==> src/rtl/seven_seg_reader_if.sv <==
// Bus bundle for the seven-segment reader: scanned display inputs in, assembled word out.
interface seven_seg_reader_if #(
    parameter int DIGITS = 4
);
    logic [6:0]          seg_in;     // {A..G}, active low
    logic [DIGITS-1:0]   an_in;      // digit selects, active low
    logic [4*DIGITS-1:0] word_out;
    logic                word_valid;
    logic                word_err;
    logic [DIGITS-1:0]   dig_mask;

    modport master (
        output seg_in, an_in,
        input  word_out, word_valid, word_err, dig_mask
    );

    modport slave (
        input  seg_in, an_in,
        output word_out, word_valid, word_err, dig_mask
    );
endinterface

==> src/rtl/seven_seg_reader.sv <==
// Recovers hex digits from a multiplexed active-low seven-segment bus and
// assembles them into a DIGITS-wide word, flagging frames with invalid patterns.
module seven_seg_reader #(
    parameter int DIGITS        = 4,
    parameter int STABLE_CYCLES = 4
) (
    input  logic                clk,
    input  logic                reset,
    seven_seg_reader_if.slave   bus
);

    localparam logic [7:0] CNT_MAX = 8'(STABLE_CYCLES - 1);

    logic [6:0]              r_seg;
    logic [DIGITS-1:0]       r_an;
    logic [7:0]              r_cnt;
    logic                    r_done;    // this dwell already produced its strobe
    logic [DIGITS-1:0][3:0]  r_slot;
    logic [DIGITS-1:0]       r_mask;
    logic                    r_err;
    logic [4*DIGITS-1:0]     r_word;
    logic                    r_werr;
    logic                    r_valid;

    logic [DIGITS-1:0]       w_sel;
    logic                    w_one;
    logic                    w_cap;
    logic [4:0]              w_dec;
    logic                    w_full;

    // Segment pattern to {valid, nibble}; anything off-table is invalid.
    function automatic logic [4:0] f_decode(input logic [6:0] seg);
        case (seg)
            7'b0000001: return {1'b1, 4'h0};
            7'b1001111: return {1'b1, 4'h1};
            7'b0010010: return {1'b1, 4'h2};
            7'b0000110: return {1'b1, 4'h3};
            7'b1001100: return {1'b1, 4'h4};
            7'b0100100: return {1'b1, 4'h5};
            7'b0100000: return {1'b1, 4'h6};
            7'b0001111: return {1'b1, 4'h7};
            7'b0000000: return {1'b1, 4'h8};
            7'b0000100: return {1'b1, 4'h9};
            7'b0001000: return {1'b1, 4'hA};
            7'b1100000: return {1'b1, 4'hB};
            7'b0110001: return {1'b1, 4'hC};
            7'b1000010: return {1'b1, 4'hD};
            7'b0110000: return {1'b1, 4'hE};
            7'b0111000: return {1'b1, 4'hF};
            default:    return 5'b0_0000;
        endcase
    endfunction

    // Only a single active anode identifies a digit; idle or overlapping selects are ignored.
    assign w_sel  = ~r_an;
    assign w_one  = (w_sel != '0) && ((w_sel & (w_sel - DIGITS'(1))) == '0);
    assign w_cap  = (r_cnt == CNT_MAX) && !r_done && w_one;
    assign w_dec  = f_decode(r_seg);
    assign w_full = &r_mask;

    // Sample the bus and measure how long the sampled value has been steady.
    always_ff @(posedge clk or posedge reset) begin
        if (reset) begin
            r_seg  <= '1;
            r_an   <= '1;
            r_cnt  <= '0;
            r_done <= 1'b0;
        end else begin
            r_seg <= bus.seg_in;
            r_an  <= bus.an_in;
            if ({bus.seg_in, bus.an_in} != {r_seg, r_an}) begin
                r_cnt  <= '0;
                r_done <= 1'b0;
            end else begin
                if (r_cnt != CNT_MAX) r_cnt <= r_cnt + 8'd1;
                if (r_cnt == CNT_MAX) r_done <= 1'b1;
            end
        end
    end

    // Capture digits into slots and publish the word once every digit has been seen.
    always_ff @(posedge clk or posedge reset) begin
        if (reset) begin
            r_slot  <= '0;
            r_mask  <= '0;
            r_err   <= 1'b0;
            r_word  <= '0;
            r_werr  <= 1'b0;
            r_valid <= 1'b0;
        end else begin
            r_valid <= w_full;
            if (w_full) begin
                r_word <= r_slot;
                r_werr <= r_err;
            end
            r_mask <= (w_full ? '0 : r_mask) | (w_cap ? w_sel : '0);
            r_err  <= (w_full ? 1'b0 : r_err) | (w_cap & ~w_dec[4]);
            for (int i = 0; i < DIGITS; i++) begin
                if (w_cap && w_sel[i]) r_slot[i] <= w_dec[3:0];
            end
        end
    end

    assign bus.word_out   = r_word;
    assign bus.word_err   = r_werr;
    assign bus.word_valid = r_valid;
    assign bus.dig_mask   = r_mask;

endmodule

==> src/flat_wrapper.sv <==
// flat-port wrapper written by rule: the top's interface ports become plain ports
module seven_seg_reader_flat 
#(
    parameter int DIGITS        = 4,
    parameter int STABLE_CYCLES = 4
)
  (clk, reset, bus_seg_in, bus_an_in, bus_word_out, bus_word_valid, bus_word_err, bus_dig_mask);
  seven_seg_reader_if #(.DIGITS(DIGITS)) bus_i ();
  input  logic clk;
  input  logic reset;
  input wire logic [$bits(bus_i.seg_in)-1:0] bus_seg_in;
  input wire logic [$bits(bus_i.an_in)-1:0] bus_an_in;
  output wire logic [$bits(bus_i.word_out)-1:0] bus_word_out;
  output wire logic [$bits(bus_i.word_valid)-1:0] bus_word_valid;
  output wire logic [$bits(bus_i.word_err)-1:0] bus_word_err;
  output wire logic [$bits(bus_i.dig_mask)-1:0] bus_dig_mask;
  assign bus_i.seg_in = bus_seg_in;
  assign bus_i.an_in = bus_an_in;
  assign bus_word_out = bus_i.word_out;
  assign bus_word_valid = bus_i.word_valid;
  assign bus_word_err = bus_i.word_err;
  assign bus_dig_mask = bus_i.dig_mask;
  seven_seg_reader #(.DIGITS(DIGITS), .STABLE_CYCLES(STABLE_CYCLES)) u_core (.clk(clk), .reset(reset), .bus(bus_i));
endmodule
==> config.mk <==
export PLATFORM = sky130hd
export DESIGN_NAME = seven_seg_reader_flat
export DESIGN_NICKNAME = d
export VERILOG_FILES = /design/src/rtl/seven_seg_reader_if.sv /design/src/rtl/seven_seg_reader.sv /design/src/flat_wrapper.sv
export SDC_FILE = /design/constraint.sdc
export NUM_CORES = 1
export LEC_CHECK = 0
export BUFFER_PORTS_ARGS = -buffer_cell sky130_fd_sc_hd__buf_2
export CORE_MARGIN = 5
export CORE_UTILIZATION = 40
export DETAILED_ROUTE_END_ITERATION = 12
export RECOVER_POWER = 50
export SLEW_MARGIN = 20
export SYNTH_ARGS = -nofsm -noshare
export SYNTH_HDL_FRONTEND = slang
export SYNTH_SLANG_ARGS = --single-unit
export TNS_END_PERCENT = 5
==> constraint.sdc <==
create_clock -name clk -period 2.6 [get_ports clk]
set_input_delay 0 -clock clk [delete_from_list [all_inputs] [get_ports clk]]
set_output_delay 0 -clock clk [all_outputs]
set_load 0.005 [all_outputs]
==> results.toml <==
[final_layout]
n_fill_cell = 591
final_cell_mix = "nand2_1 (60), dfrtp_1 (48), clkbuf_1 (25), xor2_1 (17), mux2_2 (16)"
synthToLayoutAreaGrowth_pct = 20.7
antenna_cells = 0
utilization = 0.501
multi_input_area_mm2 = 0.00112
nNetsFinal = 311
drive_gt1_frac = 0.212
finalInstanceArea_mm2 = 0.00322
final_common_cell = "nand2_1"
regArea_mm2 = 0.00149

[pwr]
vdd_drop_max_mv = 0.462
pwr_density_cell_mw_per_mm2 = 601
leakagePower_uw = 0.00152

[drt]
drt-initial-drc-count = 75
ant_nets = 0
wl_per_cell_um = 13.7
routed_via_density = 5.08
drc_errors = 0
drt_wl_total_um = 5190
num_vias = 1925
first_pass_iters = 4

[synth]
synth_edf_count = 0
ys_seq_area_frac = 0.559
syn_nets = 260
synthDistinctLibCells = 46
syn_area_per_cell_um2 = 10.8
synthArstFlopShare = 1.00
netlist_instances = 246
synth_top_area_cell = "dfrtp_1"
ys.flop_type = "dfrtp_1"
ys_warn_count = 0
ys_ff_latch = 59
synthTopCellsByArea = "dfrtp_1 (45%), dfstp_2 (11%), nand2_1 (8.5%)"
synth_top_area_frac = 0.451
synth_area_mm2 = 0.00267

[clock_network]
htreeDepth = 3
path_clk_slew_ns = 0.07
clock_latency_ns = 0.33
root_buffer = "clkbuf_8"
cts_tree = "done"
clockBufferDepth = 2
cts-buffers-inserted = 9
ctsResizeCount = 0
cts_hold_buf = 12
clock-sinks = 59
post-cts-setup-buffer-count = 0

[global_route]
grt_pass1_vias = 1910
grt_pass1_wl_um = 9200
antenna_found_initial = 0
grt_start_max_net_pins = 31
grt.total_usage = 0.140
grt-ovfl-total = 0

[sta]
holdWs_ns = 0.315
clock_skew_ns = 0.00971
fin_crit_sh = 0.856
relSlewSlack = 0.263
tightest_slew_ns = 1.10
slew_violations = 0
hold_viol_final = 0
grt_setup_unrepaired = "false"
fmax_mhz = 449
fin_crit_ns = 2.23
finalSetupTns_ns = 0
setup_viol = 0

[die]
die_area_mm2 = 0.00840
start_util = 0.415
row_count = 29
core_mm2 = 0.00642
ioPinCount = 35
die_w_um = 91.6
dieHeight_um = 91.6

[job]
maxCapViolCount = 0

[setup_path]
required_ns = 2.82
end_kind = "register"
arrival_ns = 2.44
path_max_fanout = 5
start_kind = "register"
critPathKind = "reg -> reg"

[place]
port_buffers = 34
dpl_cell_area_mm2 = 0.00292
place.gp.congestion = 0.758
hpwl_um = 3690

[status]
status = "completed"

[hold_path]
min_path_type = "in -> reg"
## per-stage QoR
step	setup WS, ns	power, uW	std cells
after floorplan	0.565	1020	246
after global placement	0.422	1060	351
after detailed placement	0.365	1060	351
after CTS	0.356	1960	379
after global routing	0.226	2020	379
final	0.373	1930	379
## cell families (layout without fill, tap and decap cells)
| logic type | after synthesis | count (layout) | share of synthesized area |
|---|---|---|---|
| flops | 59 | 59 | 0.559 |
| compound gates | 26 | 26 | 0.0728 |
| fa+ha+maj | 2 | 2 | 0.00845 |
| xor+xnor | 20 | 20 | 0.0657 |
| buf+inv | 14 | 70 | 0.0221 |
| mux | 17 | 17 | 0.0718 |
| simple gates | 108 | 108 | 0.200 |
## final timing paths
check | startpoint | end | slack, ns | depth (start not counted)
hold reg to reg | u_core.r_slot[12] | u_core.bus.word_out[12] | 0.46 | 2
min in group asynchronous | reset | u_core.r_slot[5] | 0.49 | 3
hold / removal | bus_seg_in[6] | u_core.r_seg[6] | 0.31 | 2
setup / recovery | u_core.r_cnt[0] | u_core.r_slot[9] | 0.37 | 6
setup reg to reg | u_core.r_cnt[0] | u_core.r_slot[9] | 0.37 | 6
max in group asynchronous | reset | u_core.r_slot[9] | 0.85 | 4
## where the power goes
part           internal [uW]  switching, uW
Combinational           41.6           47.7
Sequential               935           25.2
Clock                    537            346
Total                   1510            419
## flip-flops by register name, summed over array words and instances, names as in the netlist
signal,flops
u_core.r_an,4
u_core.bus.dig_mask,4
u_core.r_cnt,8
u_core.r_done,1
u_core.r_seg,7
u_core.r_err,1
u_core.r_slot,16
u_core.bus.word_out,16
u_core.bus.word_err,1
u_core.bus.word_valid,1
## Yosys cell counts, drive strengths merged, types with 2 or more instances
library cell,n
a2111oi,2
a21o,4
a21oi,6
buf,6
clkbuf,4
dfrtp,48
dfstp,11
inv,3
mux2,17
nand2,60
nand2b,2
nand3,7
nand4b,2
nor2,17
nor2b,2
nor3,4
nor4,4
nor4b,2
o21ai,4
xnor2,3
xor2,17
## per-layer routing
metal | wire, um | track usage | vias up
li1 | - | - | 944
met1 | 2380 | 0.176 | 919
met2 | 2400 | 0.218 | 54
met3 | 332 | 0.0532 | 8
met4 | 74 | 0.0528 | 0
met5 | 0 | 0 | -
## cell type report
class	instances	share of cell area
repair buffers	50	0.0899
flip-flops and latches	59	0.463
multi-input cells	173	0.347
inverters	4	0.00467
clock buffers	11	0.0409
well taps	77	0.0300
clock inverters	5	0.0241
## worst max-delay path: stages, from the launching register on
cell	delay, ns
dfrtp_1	0.40
ha_1	0.25
nor4b_4	0.27
nand2_1	0.18
a311o_4	0.47
nor2_4	0.18
mux2_2	0.35
No activity file was read; power rests on OpenSTA's default activity.
